<file path="config.mk">
export PLATFORM = sky130hd
export DESIGN_NAME = lc3_control
export DESIGN_NICKNAME = d
export VERILOG_FILES = /design/src/rtl/lc3_control.sv
export SDC_FILE = /design/constraint.sdc
export NUM_CORES = 1
export LEC_CHECK = 0
export ABC_AREA = 0
export BUFFER_PORTS_ARGS = -buffer_cell sky130_fd_sc_hd__buf_4
export CORE_MARGIN = 2
export CORE_UTILIZATION = 35
export DETAILED_ROUTE_END_ITERATION = 8
export HOLD_SLACK_MARGIN = 0.02
export PLACE_DENSITY_LB_ADDON = 0.1
export SLEW_MARGIN = 30
export SYNTH_ARGS = -nofsm -noshare
export SYNTH_HDL_FRONTEND = slang
export SYNTH_SLANG_ARGS = --single-unit
export TNS_END_PERCENT = 20
</file>
<file path="constraint.sdc">
create_clock -name clk -period 1.3 [get_ports clk]
set_clock_uncertainty 0.1 [all_clocks]
set_input_delay 0.065 -clock clk [delete_from_list [all_inputs] [get_ports clk]]
set_output_delay 0.065 -clock clk [all_outputs]
set_load 0.05 [all_outputs]
</file>
<file path="src/rtl/lc3_control.sv">
// lc3_control: multi-cycle LC-3 control sequencer (fetch, decode, execute; HALT on unsupported opcodes)
// Ports: clk, reset (async active-low); IR, N/Z/P flags, memRdy in;
//        PC/IR/MAR/MDR/reg/CC load enables, PC/MDR/EAB/ALU selects, bus gates,
//        memory request/write, DR/SR1 addresses, debug state and halted out.
module lc3_control (
    input  logic        clk,
    input  logic        reset,
    input  logic [15:0] IR,
    input  logic        N,
    input  logic        Z,
    input  logic        P,
    input  logic        memRdy,
    output logic        ldPC,
    output logic [1:0]  selPC,
    output logic        ldIR,
    output logic        ldMAR,
    output logic        ldMDR,
    output logic        ldReg,
    output logic        ldCC,
    output logic        selMDR,
    output logic        memEn,
    output logic        memWE,
    output logic        gatePC,
    output logic        gateMDR,
    output logic        gateALU,
    output logic        gateMARMUX,
    output logic        selEAB1,
    output logic [1:0]  selEAB2,
    output logic [1:0]  aluControl,
    output logic [2:0]  DR,
    output logic [2:0]  SR1,
    output logic [3:0]  state,
    output logic        halted
);
    typedef enum logic [3:0] {
        FETCH1, FETCH2, FETCH3, DECODE, ALU, BR, JMP, JSR1,
        JSR2, LEA, ADDR, MEMRD, LDWB, STDATA, MEMWR, HALT
    } state_t;
    state_t cur, nxt;
    logic brTaken;
    logic unusedIr;
    assign unusedIr = ^IR[5:0];
    assign state = cur;
    assign brTaken = (IR[11] & N) | (IR[10] & Z) | (IR[9] & P);
    always_ff @(posedge clk or negedge reset) begin
        if (!reset) cur <= FETCH1;
        else cur <= nxt;
    end
    always_comb begin
        nxt = cur;
        case (cur)
            FETCH1: nxt = FETCH2;
            FETCH2: nxt = memRdy ? FETCH3 : FETCH2;
            FETCH3: nxt = DECODE;
            DECODE: begin
                case (IR[15:12])
                    4'b0001, 4'b0101, 4'b1001:          nxt = ALU;
                    4'b0000:                            nxt = BR;
                    4'b1100:                            nxt = JMP;
                    4'b0100:                            nxt = JSR1;
                    4'b1110:                            nxt = LEA;
                    4'b0010, 4'b0011, 4'b0110, 4'b0111: nxt = ADDR;
                    default:                            nxt = HALT;
                endcase
            end
            JSR1:   nxt = JSR2;
            ADDR:   nxt = IR[12] ? STDATA : MEMRD;
            MEMRD:  nxt = memRdy ? LDWB : MEMRD;
            STDATA: nxt = MEMWR;
            MEMWR:  nxt = memRdy ? FETCH1 : MEMWR;
            HALT:   nxt = HALT;
            default: nxt = FETCH1;
        endcase
    end
    // Outputs decode the state; holding reset low forces every output to 0,
    // even though the state register already sits in FETCH1.
    always_comb begin
        ldPC = 1'b0;
        selPC = 2'b00;
        ldIR = 1'b0;
        ldMAR = 1'b0;
        ldMDR = 1'b0;
        ldReg = 1'b0;
        ldCC = 1'b0;
        selMDR = 1'b0;
        memEn = 1'b0;
        memWE = 1'b0;
        gatePC = 1'b0;
        gateMDR = 1'b0;
        gateALU = 1'b0;
        gateMARMUX = 1'b0;
        selEAB1 = 1'b0;
        selEAB2 = 2'b00;
        aluControl = 2'b00;
        DR = 3'b000;
        SR1 = 3'b000;
        halted = 1'b0;
        if (reset) begin
            case (cur)
                FETCH1: begin
                    gatePC = 1'b1;
                    ldMAR = 1'b1;
                    ldPC = 1'b1;
                end
                FETCH2, MEMRD: begin
                    memEn = 1'b1;
                    ldMDR = memRdy;
                    selMDR = memRdy;
                end
                FETCH3: begin
                    gateMDR = 1'b1;
                    ldIR = 1'b1;
                end
                ALU: begin
                    gateALU = 1'b1;
                    ldReg = 1'b1;
                    ldCC = 1'b1;
                    DR = IR[11:9];
                    SR1 = IR[8:6];
                    aluControl = IR[15:12] == 4'b0101 ? 2'b01 : IR[15:12] == 4'b1001 ? 2'b10 : 2'b00;
                end
                BR: begin
                    ldPC = brTaken;
                    selPC = brTaken ? 2'b01 : 2'b00;
                    selEAB2 = brTaken ? 2'b10 : 2'b00;
                end
                JMP: begin
                    ldPC = 1'b1;
                    selPC = 2'b01;
                    selEAB1 = 1'b1;
                    SR1 = IR[8:6];
                end
                JSR1: begin
                    gatePC = 1'b1;
                    ldReg = 1'b1;
                    DR = 3'b111;
                end
                // R7 is already written here, so JSRR through R7 lands on the return address.
                JSR2: begin
                    ldPC = 1'b1;
                    selPC = 2'b01;
                    selEAB1 = ~IR[11];
                    selEAB2 = IR[11] ? 2'b11 : 2'b00;
                    SR1 = IR[11] ? 3'b000 : IR[8:6];
                end
                LEA: begin
                    gateMARMUX = 1'b1;
                    ldReg = 1'b1;
                    DR = IR[11:9];
                    selEAB2 = 2'b10;
                end
                // IR[14] separates base+offset6 (LDR/STR) from PC-relative (LD/ST).
                ADDR: begin
                    gateMARMUX = 1'b1;
                    ldMAR = 1'b1;
                    selEAB1 = IR[14];
                    selEAB2 = IR[14] ? 2'b01 : 2'b10;
                    SR1 = IR[14] ? IR[8:6] : 3'b000;
                end
                LDWB: begin
                    gateMDR = 1'b1;
                    ldReg = 1'b1;
                    ldCC = 1'b1;
                    DR = IR[11:9];
                end
                STDATA: begin
                    gateALU = 1'b1;
                    aluControl = 2'b11;
                    SR1 = IR[11:9];
                    ldMDR = 1'b1;
                end
                MEMWR: begin
                    memEn = 1'b1;
                    memWE = 1'b1;
                end
                HALT: halted = 1'b1;
                default: ;
            endcase
        end
    end
endmodule

</file>
# Word level (Yosys, flattened, before mapping)
# Memory sizes are Yosys's and may differ from the RTL's.
# Cells that the tools add are included.
[word_totals] wordCells=92 rom_bits=64 register_bits=4 memories=1 input_bits=22
[op_classes] n_mux=53 bitwise_logic=6 reduce_logical=14 n_eq_ne=17
[memory_table] name="(no name shown)" words=16 word_bits=4 read_ports=1 rd_clocked_by_memory_dff=0 write_ports=0 line_no="56" source="case (IR[15:12])"
[ops] operator="4-bit one-hot mux with 10 select lines" count=1
[ops] operator="4-bit == test (second input constant)" count=9
[ops] operator="1-bit two-way mux" count=29
[ops] operator="4-bit by 3-bit == test with 1-bit output (second input constant)" count=5
[ops] operator="3-bit two-way mux" count=6
[ops] operator="2-bit OR reduction" count=9
[ops] operator="2-bit two-way mux" count=8
[ops] operator="3-bit one-hot mux with 4 select lines" count=1
[ops] operator="3-bit OR reduction" count=3
[ops] operator="4-bit by 2-bit == test with 1-bit output (second input constant)" count=2
[ops] operator="2-bit one-hot mux with 4 select lines" count=1
[ops] operator="1-bit one-hot mux with 2 select lines" count=3
[ops] operator="3-bit one-hot mux with 2 select lines" count=1
[ops] operator="4-bit by 1-bit == test with 1-bit output (second input constant)" count=1
[ops] operator="4-bit logical NOT" count=1
[ops] operator="4-bit two-way mux" count=1
[ops] operator="2-bit one-hot mux with 2 select lines" count=1
[ops] operator="4-bit OR reduction" count=1
[ops] operator="1-bit bitwise AND" count=3
[ops] operator="1-bit one-hot mux with 3 select lines" count=1
[ops] operator="1-bit bitwise OR" count=2
[ops] operator="1-bit NOT" count=1

# Longest topological paths before layout
[logic_depth] ltp_word=6 mapped_depth=5 ltp_nobuf=3

# Least setup slack after synthesis
# OpenSTA, ideal clock, no wires.
[synth_timing] kind="register to output" from="register cur[1], in the netlist state[1]" to="output port SR1[0]" path_buffers=1 t_required_ns=1.135 setup_slack_ns=-1.339 path_stages_with_launch=5 t_arrival_ns=2.474 cell_sequence="dfrtp_1 buf_2 and2_1 o211ai_1 a311oi_1"
[synth_between] elab_chain_len=4
[synth_lines] item="from (decl)" line_no="39" source="state_t cur, nxt;"
[synth_lines] item="from (signal assigned)" line_no="47" source="else cur <= nxt;"
[synth_lines] item="4-bit by 3-bit == test with 1-bit output" line_no="99" source="case (cur)"
[synth_lines] item="2-bit OR reduction (no source line)"
[synth_lines] item="3-bit one-hot mux with 4 select lines (*)" line_no="99"
[synth_lines] item="3-bit two-way mux (*)" line_no="98" source="if (reset) begin"
[synth_lines] item="to (decl)" line_no="31" source="output logic [2:0] SR1,"
# Mark *: on every way between the ends. The rest lies on a longest branch, timed or not.

# Worst setup path after layout
[layout_timing] from="register cur[1], in the netlist state[1]" to="output port SR1[2]"
# Same word-level chain as after synthesis.

==> flow_summary.toml <==
[pwr]
switching_share = 0.5104
p_leak_nw = 0.9191
powerDensity_nw_per_um2 = 1867
irDropWorstVdd_mv = 1.385
internal-power_mw = 1.996
p_clk_frac = 0.040
power_frac_seq = 0.064
comb_power_share = 0.895
p_switching_mw = 2.081

[layout]
largest_register_ff_count = 4
layout-drive-gt1-share = 0.6511
num_antenna_cells = 0
fin_util = 0.7783
nets = 259
area_delta_synth_final_pct = 108.7

[global_route]
grt_pass1_vias = 1552
antenna_found_initial = 0
grt_util_all_layers = 0.2590
grt_pass1_wl_um = 6893
grt_overflow_total = 0
grt_max_degree = 13

[placement]
hpwl_um = 2881
portBuffers = 45
place_ws_ns = -0.3192
gp_congestion = 0.9038

[timing]
period_needed_ns = 1.847
finalMaxSlewViolations = 0
timing.final.crit_share = 1.420
finalHoldViolCount = 0
rsz0062_at_grt = "true"
clock.fmax_ghz = 0.5415
setup_viol = 30
setup_slack_ns = -0.5466

[synthesis]
syn_inst = 155
yosysMostFrequentCell = "nand2_1"
synth_warnings = 0
netlist_area_um2 = 1046
synth_flop_cell = "dfrtp_1"
avgSynthCellArea_um2 = 6.748
synth-edff-count = 0
syn_nets = 177
seq_area_frac_synth = 0.09569
synth_cell_types = 49
yosys-top-cells-count = "nand2_1 (14), a21oi_1 (12), nor2_1 (10)"
synthArstFlopShare = 1.000
ys_ff_latch = 4
yosys.area.top_type = "dfrtp_1"
ys_top_cells_by_area = "dfrtp_1 (9.6%), a21oi_1 (5.7%), nand2_1 (5.0%)"
synth_top_area_frac = 0.09569

[clock_tree]
worstSkewPairLatency_ns = 0.25
cts_tree = "yes"
path_clk_slew_ns = 0.04
cts_buffers = 3
htreeDepth = 1
clkSinkCount = 4
clockBufferDepth = 2
cts-root-buf = "clkbuf_4"

[setup_path]
slowest_delay_ns = 0.42
path_max_fanout = 6
end_kind = "primary output"
cp.required_ns = 1.13
start_kind = "flop"
worst-endpoint-arrival_ns = 1.68
crit_path_frequent_cell = "buf_6"
crit_type = "flop to primary output"
cp_top_family = "compound AO/OA/AOI/OAI gates"
crit_buf_inv = 2
r2r_setup_slack_ns = -0.45
crit_path_cell_trace = "buf_6, nand4b_1, o21a_4, a311oi_4, buf_6"
cp_slowest_cell = "dfrtp_2"

[hold_path]
worstHoldPathType = "primary input to flop"

[run_status]
status = "finished, violations left"
violations = "design-rule violations, negative setup slack"

[floorplan]
die_h_um = 58.67
num_rows = 19
io_pins = 53
core-area_um2 = 2805
dieArea_um2 = 3442
fp.dieW_um = 58.67
initial_utilization = 0.3729

[job]
maxCapViolCount = 0

[route]
drc = 4
firstDrtPassIters = 6
vias = 1570
routed_wl_um = 4634
avgRoutedWirePerCell_um = 17.42
drtIter0Drc = 57
ant_nets = 0
vias_per_cell = 5.902
placed cells by master, fill, tap and decap left out, drive strengths merged, types with 5 or more instances in the layout:
cell | Yosys | layout
buf | 12 | 93
nand2 | 14 | 14
a21oi | 12 | 12
nor2 | 10 | 10
o21ai | 7 | 7
nor2b | 7 | 7
o211ai | 6 | 6
nand3 | 5 | 5
o21a | 5 | 5
xnor2 | 5 | 5
nand2b | 5 | 5
final cells by class:
cell class | instances | area, µm²
clock buffer | 3 | 22.52
fill | 188 | 621.8
inverter | 5 | 18.77
multi-input combinational | 129 | 1111
sequential | 4 | 105.1
tap | 31 | 38.79
timing repair buffer | 94 | 887.1
routing by layer:
| metal | wire length (µm) | GRT usage | vias up |
|---|---|---|---|
| met5 | 0 | 0 | - |
| met4 | 142 | 0.1331 | 0 |
| met3 | 181 | 0.01758 | 12 |
| met2 | 2605 | 0.5056 | 56 |
| met1 | 1705 | 0.2742 | 767 |
| li1 | - | - | 735 |
cells by family (layout without fill, tap and decap cells):
family	Yosys count	count (layout)	synth area share
and+or+nand+nor	70	70	0.3959
AOI/OAI and AO/OA	53	53	0.3565
xor gates and xnor gates	5	5	0.04186
buffers and inverters	22	102	0.1065
other	1	1	0.003585
DFF	4	4	0.09570
worst paths after layout:
kind / to / start / cells after the start
max in group asynchronous: state[0] / reset / 2
setup reg to reg: state[2] / state[0] / 6
hold reg to reg: state[0] / state[0] / 3
setup / recovery: SR1[2] / state[1] / 5
hold / removal: state[3] / IR[15] / 3
min in group asynchronous: state[1] / reset / 2
stage by stage:
stage | instance area (µm²) | power (mW) | hold WS (ns) | instances | setup TNS (ns)
after floorplan | 1201 | 2.086 | -0.3306 | 155 | -13.54
after global placement | 1765 | 2.908 | -0.1888 | 251 | -6.037
after CTS | 2095 | 3.772 | 0.1107 | 266 | -11.54
after global routing | 2183 | 4.250 | 0.1185 | 266 | -13.03
final | 2183 | 4.077 | 0.09778 | 266 | -11.88
after detailed placement | 1765 | 2.959 | -0.1899 | 251 | -6.637
power by group through the flow:
stage	logic [mW]	registers [mW]	clock network, mW
3_3_place_gp	2.56	0.351	0
5_1_grt	3.81	0.271	0.171
3_5_place_dp	2.60	0.356	0
2_1_floorplan	1.69	0.396	0
4_1_cts	3.36	0.245	0.163
6_report	3.65	0.263	0.165
repair_timing:
action                     4_1_cts  5_1_grt
setup buffers                   11        1
gates resized for setup         58       29
setup endpoints to repair       30       31
hold buffers                     1        0
hold endpoints to repair         4        0
pin swaps                       15        5
worst min-delay path, cell delays in order:
cell	delay, ns
buf_4	0.12
a211oi_2	0.07
o21bai_1	0.15
Note: power is estimated with default switching activity, not from simulation.
